## config.mk

```make
export PLATFORM = sky130hd
export DESIGN_NAME = serial_cmp_n
export DESIGN_NICKNAME = d
export VERILOG_FILES = /design/src/rtl/serial_cmp_pkg.sv /design/src/rtl/serial_cmp_n_frame_bit_cnt.sv /design/src/rtl/serial_cmp_n.sv
export SDC_FILE = /design/constraint.sdc
export NUM_CORES = 1
export LEC_CHECK = 0
export CORE_AREA = 3 3 40 42
export DETAILED_ROUTE_END_ITERATION = 7
export DIE_AREA = 0 0 43 45
export PLACE_DENSITY = 0.73
export SLEW_MARGIN = 20
export SYNTH_ARGS = -nofsm -noshare
export SYNTH_HDL_FRONTEND = slang
export SYNTH_SLANG_ARGS = --single-unit
export TNS_END_PERCENT = 10
```

## constraint.sdc

```tcl
create_clock -name clk -period 4 [get_ports clk]
set_clock_uncertainty 0.05 [all_clocks]
set_input_delay 0.8 -clock clk [delete_from_list [all_inputs] [get_ports clk]]
set_output_delay 0.8 -clock clk [all_outputs]
set_load 0.01 [all_outputs]
```

## src/rtl/serial_cmp_pkg.sv

```systemverilog
// Shared types for the bit-serial magnitude comparator.
// The result encoding is one-hot {lt, eq, gt}.
package serial_cmp_pkg;

  typedef enum logic [2:0] {
    CMP_NONE = 3'b000,
    CMP_GT   = 3'b001,
    CMP_EQ   = 3'b010,
    CMP_LT   = 3'b100
  } cmp_res_e;

  typedef enum logic {
    IDLE  = 1'b0,
    SHIFT = 1'b1
  } state_e;

  // Relation decided by a differing bit pair; inv flips it for a two's-complement sign bit.
  function automatic cmp_res_e bit_rel(input logic a, input logic inv);
    return (a ^ inv) ? CMP_GT : CMP_LT;
  endfunction

endpackage

```

## src/rtl/serial_cmp_n_frame_bit_cnt.sv

```systemverilog
// Frame bit position counter: clr restarts the frame count.
// clr together with inc counts the current bit as bit 0.
module frame_bit_cnt #(
  parameter  int WIDTH = 32'd3,
  localparam int CW    = (WIDTH > 32'd1) ? $clog2(WIDTH) : 32'd1
) (
  input  logic          clk,
  input  logic          rst_n,
  input  logic          clr,
  input  logic          inc,
  output logic [CW-1:0] count,
  output logic          last
);

  localparam logic [CW-1:0] ONE      = CW'(1'b1);
  localparam logic [CW-1:0] LAST_IDX = CW'(WIDTH - 32'd1);

  logic [CW-1:0] count_r;
  logic [CW-1:0] count_next_s;

  // Next count: optional clear, then optional increment.
  always_comb begin
    count_next_s = count_r;
    if (clr) begin
      count_next_s = {CW{1'b0}};
    end else begin
      count_next_s = count_r;
    end
    if (inc) begin
      count_next_s = count_next_s + ONE;
    end else begin
      count_next_s = count_next_s;
    end
  end

  // Count register.
  always_ff @(posedge clk or negedge rst_n) begin
    if (!rst_n) begin
      count_r <= {CW{1'b0}};
    end else begin
      count_r <= count_next_s;
    end
  end

  assign count = count_r;
  assign last  = (count_r == LAST_IDX);

endmodule

```

## src/rtl/serial_cmp_n.sv

```systemverilog
// Bit-serial WIDTH-bit magnitude comparator with framed input, stall,
// restart/abort and per-frame signed mode; registered one-hot result.
module serial_cmp_n
  import serial_cmp_pkg::*;
#(
  parameter int WIDTH     = 32'd3,
  parameter bit MSB_FIRST = 1'b0
) (
  input  logic clk,
  input  logic rst_n,
  input  logic start,
  input  logic bit_vld,
  input  logic a,
  input  logic b,
  input  logic sgn,
  output logic lt,
  output logic eq,
  output logic gt,
  output logic res_vld,
  output logic busy,
  output logic aborted
);

  localparam int CW = (WIDTH > 32'd1) ? $clog2(WIDTH) : 32'd1;

  state_e   state_r, state_next_s;
  cmp_res_e rel_r, rel_cur_s, rel_next_s, res_r;
  logic     sgn_r, sgn_eff_s;
  logic     res_vld_r, aborted_r;
  logic     frame_start_s, accept_s, is_last_s, bit0_s, last_s;
  logic     clr_s, inc_s;
  logic [CW-1:0] count_s;

  frame_bit_cnt #(.WIDTH(WIDTH)) u_cnt (
    .clk   (clk),
    .rst_n (rst_n),
    .clr   (clr_s),
    .inc   (inc_s),
    .count (count_s),
    .last  (last_s)
  );

  // Acceptance qualification and the position of the bit being accepted.
  always_comb begin
    frame_start_s = bit_vld & start;
    accept_s      = bit_vld & (start | (state_r == SHIFT));
    is_last_s     = frame_start_s ? (WIDTH == 32'd1) : last_s;
    bit0_s        = frame_start_s ? 1'b1 : (count_s == {CW{1'b0}});
    sgn_eff_s     = frame_start_s ? sgn : sgn_r;
    rel_cur_s     = frame_start_s ? CMP_EQ : rel_r;
    clr_s         = frame_start_s | (accept_s & is_last_s);
    inc_s         = accept_s & ~is_last_s;
  end

  // Relation after the current bit; only the sign bit is inverted in signed mode.
  always_comb begin
    rel_next_s = rel_cur_s;
    if (a != b) begin
      if (MSB_FIRST) begin
        if (rel_cur_s == CMP_EQ) begin
          rel_next_s = bit_rel(a, bit0_s & sgn_eff_s);
        end else begin
          rel_next_s = rel_cur_s;
        end
      end else begin
        rel_next_s = bit_rel(a, is_last_s & sgn_eff_s);
      end
    end else begin
      rel_next_s = rel_cur_s;
    end
  end

  // Next-state logic.
  always_comb begin
    state_next_s = state_r;
    if (accept_s) begin
      state_next_s = is_last_s ? IDLE : SHIFT;
    end else begin
      state_next_s = state_r;
    end
  end

  // State register.
  always_ff @(posedge clk or negedge rst_n) begin
    if (!rst_n) begin
      state_r <= IDLE;
    end else begin
      state_r <= state_next_s;
    end
  end

  // Running relation, latched sign mode, result and status pulses.
  always_ff @(posedge clk or negedge rst_n) begin
    if (!rst_n) begin
      rel_r     <= CMP_EQ;
      sgn_r     <= 1'b0;
      res_r     <= CMP_NONE;
      res_vld_r <= 1'b0;
      aborted_r <= 1'b0;
    end else begin
      if (accept_s) begin
        rel_r <= is_last_s ? CMP_EQ : rel_next_s;
      end
      if (frame_start_s) begin
        sgn_r <= sgn;
      end
      if (accept_s && is_last_s) begin
        res_r <= rel_next_s;
      end
      res_vld_r <= accept_s & is_last_s;
      aborted_r <= frame_start_s & (state_r == SHIFT);
    end
  end

  assign {lt, eq, gt} = res_r;
  assign res_vld      = res_vld_r;
  assign aborted      = aborted_r;
  assign busy         = (state_r == SHIFT);

endmodule

```

==> results of run 1 <==
==> per-stage QoR <==
step / hold WS (ns) / total power (uW) / cell area (um2) / worst slack (ns)
after floorplan: 0.438 / 236 / 613 / 2.18
after global placement: 0.444 / 291 / 752 / 1.58
after detailed placement: 0.451 / 292 / 752 / 1.59
after CTS: 0.475 / 391 / 788 / 1.86
after global routing: 0.498 / 414 / 788 / 1.79
final: 0.470 / 386 / 788 / 1.84
==> worst min path at each step <==
stage	from	end	slack (ns)	cells past startpoint
6_report	res_r[0]$_DFFE_PN0P_	res_r[0]$_DFFE_PN0P_	0.47	1
5_1_grt	res_r[0]$_DFFE_PN0P_	res_r[0]$_DFFE_PN0P_	0.50	1
4_1_cts	res_r[0]$_DFFE_PN0P_	res_r[0]$_DFFE_PN0P_	0.47	1
3_5_place_dp	res_r[0]$_DFFE_PN0P_	res_r[0]$_DFFE_PN0P_	0.45	1
3_3_place_gp	res_r[0]$_DFFE_PN0P_	res_r[0]$_DFFE_PN0P_	0.44	1
2_1_floorplan	rel_r[2]$_DFFE_PN0N_	rel_r[2]$_DFFE_PN0N_	0.44	1
==> layout make-up <==
cell class	instances	share of cell area, %
clock buffer	4	4.60
inverter	4	1.90
multi-input combinational	43	37.6
sequential	12	38.3
tap	15	2.38
timing repair buffer	12	15.2
==> registers in the layout, indices dropped and copies added, names as in the netlist <==
signal,cells
aborted,1
busy,1
rel_r,3
res_r,3
res_vld,1
sgn_r,1
u_cnt.count,2
==> placed cells by master (no fill, tap or decap), types with 2 or more instances in the layout <==
cell type        netlist  layout
clkdlybuf4s50_1        0      12
dfrtp_1               11      11
nor2_1                 6       6
nand2_1                5       5
inv_1                  4       4
o21ai_0                4       4
a21oi_1                3       3
mux2_2                 3       3
clkbuf_4               0       3
or2b_1                 2       2
nor3_1                 2       2
o221ai_1               2       2
==> critical path, stage by stage <==
cell and delay [ns]:
clkdlybuf4s50_1 0.55, and2_2 0.28, o32ai_2 0.28, a211oi_2 0.08, mux2_2 0.27
==> kinds of logic after synthesis <==
family	share of synthesized area, %
xor+xnor	1.43
flops	49.2
mux	7.14
compound gates	19.8
simple gates	20.0
buf+inv	2.45
==> power groups by stage <==
stage / combinational [uW] / clock [uW] / sequential, uW
5_1_grt: 129 / 107 / 179
4_1_cts: 117 / 99.7 / 175
3_5_place_dp: 115 / 0 / 177
6_report: 115 / 95.5 / 175
2_1_floorplan: 54.9 / 0 / 181
3_3_place_gp: 115 / 0 / 176
==> per-layer routing <==
metal | share of wire [%] | track usage [%] | vias up | wire length, um
met5 | 0 | 0 | - | 0
met4 | 0.93 | 9.04 | 0 | 11
met3 | 5.4 | 3.98 | 2 | 64
met2 | 45 | 19.2 | 10 | 534
met1 | 48 | 18.9 | 233 | 570
li1 | - | - | 246 | -
==> flow_summary.toml, run 1 <==
[critical_path]
cp_data_required_time_ns = 4.11
reg2reg_to = "res_r[2]$_DFFE_PN0P_"
cp-endpoint = "res_r[0]$_DFFE_PN0P_"
r2r-start = "u_cnt.count[0]$_DFF_PN0_"
critPathMaxFanout = 8
end_kind = "register"
start_kind = "input port"
reg2reg_setup_slack_ns = 2.49
reg2regPathDepth = 3
startpoint = "start"
crit_type = "in -> reg"
crit_arrival_ns = 2.27

[floorplanning]
die_x_um = 43
ioPinCount = 13
die-area_um2 = 1940
start_util_pct = 47.7
chipHeight_um = 45
rows = 13
coreArea_um2 = 1280

[sta]
fmax_ghz = 0.462
rsz0062_at_grt = "no"
finalSetupTns_ns = 0
maxSlewViolCount = 0
slew_headroom_pct = 64.7
finalHoldViolCount = 0
worst_slew_pin_slew_ns = 0.528
fin_crit_sh_pct = 54.1
setup_viol_count_final = 0
min_period_ns = 2.16

[power]
pwr-share-seq_pct = 45.4
switching_share_pct = 28.9
comb_power_share_pct = 29.9
clkPwrFrac_pct = 24.7
power.density_nw_per_um2 = 490
p_leak_uw = 0.000345
p_sw_uw = 112
ir_worst_vdd_uv = 278
power.internal_uw = 274

[cts]
htree_levels = 1
numCtsBuffers = 3
path_clk_slew_ns = 0.08
tritoncts = "done"
root_buffer = "clkbuf_4"
cts_sinks = 12
hold_buffers = 0
clock_path_buffers = 2
clk_latency_ns = 0.27
cts_resized = 0
post_cts.repair.setup_buffers = 0

[yosys]
syn_area_um2 = 613
synthCells = 59
synth_seq_cells = 12
yosysTopAreaCell = "dfrtp_1"
synthFlopType = "dfrtp_1"
synth_edf_count = 0
synth_top_area_share_pct = 44.9
synth.most_common_cell = "dfrtp_1"
ys_warn_count = 0
syn_avg_cell_area_um2 = 10.4
async_flop_share_pct = 100
netlist_top_cells_area = "dfrtp_1, mux2_2, dfstp_2"
netlist_top_cells_count = "dfrtp_1, nor2_1, nand2_1"
synth_seq_area_share_pct = 49.2
synth.distinct_cells = 27
synth_fp_nets = 66

[placed_design]
routabilityCongestion = 0.751
dp_cells = 86
port_buffers = 12
dp_hpwl_um = 855

[flow_run]
cap_violations = 0

[final_layout]
seqCellArea_um2 = 302
antennaDiodeCount = 0
layoutNonFillerInstCount = 90
drive_gt1_share_pct = 20.0
fin_nets = 83
nFillCells = 120
area_growth_pct = 28.6
finalCoreUtilization_pct = 61.3
multi_input_area_um2 = 297

[detailed_routing]
routed_wl_um = 1180
drc_errors = 0
drt_iter0_markers = 7
drtPass1Iterations = 4
vias_per_cell = 5.46
ant_nets = 0
route.vias.total = 491
routedWlPerCell_um = 13.1

[global_route]
grt_max_degree = 13
track_usage_pct = 13.9
grt_overflow_total = 0
grt_pass1_vias = 435
antenna_found_initial = 0
grt_pass1_wl_um = 1940

[outcome]
status = "finished clean"

[min_path]
worstHoldPathType = "reg -> reg"
No activity file was read; power rests on OpenSTA's default activity.
==> run 2, diff against run 1 <==
- CORE_AREA: 3 3 40 42 -> 3 3 41 43
- DIE_AREA: 0 0 43 45 -> 0 0 44 46
- PLACE_DENSITY: 0.73 -> 0.7
- clock period: 4 -> 2 ns (I/O delays scaled with it)
==> run 2 against run 1 <==
  * Wire length is 5.7% higher
  * Worst hold slack lost 0.051 ns
  * Non-clock buffer count grew 5
  * Critical path depth did not move
  * Count of clock-buffer cells in the layout did not move
  * Flip-flop and latch count unchanged
  * Combinational power increased by 110%
  * Design area rose by 4.8%
  * Critical endpoint is now res_r[2]$_DFFE_PN0P_
==> flow_summary.toml, run 2 (same netlist as run 1, synthesis figures left out) <==
[placed_design]
port_buffers = 12
dp_hpwl_um = 931
placed_area_um2 = 790
routabilityCongestion = 0.763
dp_cells = 91

[sta]
maxSlewViolCount = 0
fin_crit_sh_pct = 85.8
setup_viol_count_final = 0
slew_headroom_pct = 65.2
rsz0062_at_grt = "no"
min_period_ns = 1.72
fmax_ghz = 0.583
worst_slew_pin_slew_ns = 0.520
finalHoldViolCount = 0
finalSetupTns_ns = 0

[critical_path]
cp_data_required_time_ns = 2.11
critPathMaxFanout = 6
start_kind = "input port"
crit_type = "in -> reg"
cpPeakStageDelay_ns = 0.50
reg2reg_to = "res_r[0]$_DFFE_PN0P_"
cp-endpoint = "res_r[2]$_DFFE_PN0P_"
startpoint = "a"
reg2regPathDepth = 3
path_cells = "clkdlybuf4s50_1 -> or3_2 -> o221ai_1 -> nor3_1 -> mux2_2"
crit_arrival_ns = 1.82
r2r-start = "u_cnt.count[0]$_DFF_PN0_"
end_kind = "register"
cpMaxStageDelayCell = "clkdlybuf4s50_1"
reg2reg_setup_slack_ns = 0.53

[flow_run]
cap_violations = 0

[cts]
cts_resized = 0
clock_path_buffers = 2
root_buffer = "clkbuf_4"
cts_sinks = 12
htree_levels = 1
tritoncts = "done"
hold_buffers = 0
post_cts.repair.setup_buffers = 0
numCtsBuffers = 3
clk_latency_ns = 0.27
path_clk_slew_ns = 0.08

[min_path]
worstHoldPathType = "in -> async"

[global_route]
antenna_found_initial = 0
grt_pass1_vias = 489
track_usage_pct = 14.4
grt_overflow_total = 0
grt_max_degree = 13
grt_pass1_wl_um = 2090

[floorplanning]
die_x_um = 44
coreArea_um2 = 1330
die-area_um2 = 2020
chipHeight_um = 46
ioPinCount = 13
rows = 13
start_util_pct = 46.0

[final_layout]
fin_nets = 88
layoutNonFillerInstCount = 95
mostFrequentLayoutCells = "clkdlybuf4s50_1, dfrtp_1, nor2_1"
area_growth_pct = 34.7
drive_gt1_share_pct = 25.0
layout_commonest_cell = "clkdlybuf4s50_1"
design_area_um2 = 826
antennaDiodeCount = 0

[outcome]
status = "finished clean"

[power]
p_leak_uw = 0.000369
power.density_nw_per_um2 = 947
ir_worst_vdd_uv = 622
power_uw = 782

[detailed_routing]
routedWlPerCell_um = 13.1
ant_nets = 0
drc_errors = 0
routed_wl_um = 1250
vias_per_cell = 5.52
drtPass1Iterations = 4
route.vias.total = 524
drt_iter0_markers = 6
## run 2: changes by cell type in the layout (fill, tap and decap cells not counted), sizes merged
cell  change
buf       +5
## run 2: worst max-delay path: cells and delay by family
kind | cells | cell delay, ns
compound gates | 1 | 0.08
buf+inv | 1 | 0.50
mux | 1 | 0.26
simple gates | 2 | 0.58
## run 2: per-stage QoR
step | util [%] | hold WS, ns | setup slack (ns)
2_1_floorplan | - | 0.0544 | 0.579
3_3_place_gp | 59.2 | 0.446 | 0.0281
3_5_place_dp | 59.2 | 0.457 | 0.00218
4_1_cts | 61.9 | 0.447 | 0.275
5_1_grt | 61.9 | 0.443 | 0.220
6_report | 61.9 | 0.420 | 0.284
## run 2: final cells by class
cell class	count	area, um2
Sequential cell	12	302
Multi-Input combinational cell	43	297
Clock buffer	4	36.3
Inverter	4	15.0
Fill cell	116	508
Tap cell	15	18.8
Timing Repair Buffer	17	158
## run 2: layer usage
metal / GRT usage, % / vias up / wire, um
li1: - / 255 / -
met1: 18.0 / 243 / 584
met2: 23.0 / 22 / 572
met3: 3.56 / 4 / 74
met4: 7.23 / 0 / 17
met5: 0 / - / 0
## run 2: worst min-delay path by stage
| stage | end | cells past startpoint |
|---|---|---|
| 3_3_place_gp | res_r[2]$_DFFE_PN0P_ | 1 |
| 3_5_place_dp | res_r[2]$_DFFE_PN0P_ | 1 |
| 2_1_floorplan | aborted$_DFF_PN0_ | 0 |
| 6_report | u_cnt.count[0]$_DFF_PN0_ | 1 |
| 5_1_grt | u_cnt.count[0]$_DFF_PN0_ | 1 |
| 4_1_cts | u_cnt.count[0]$_DFF_PN0_ | 1 |
## run 2: power breakdown
part	internal [uW]	leakage (uW)	total [uW]	switching, uW
logic	139	0.000203	241	102
registers	306	0.000146	349	43.4
clock network	110	0.0000210	192	81.4
total	555	0.000369	782	226
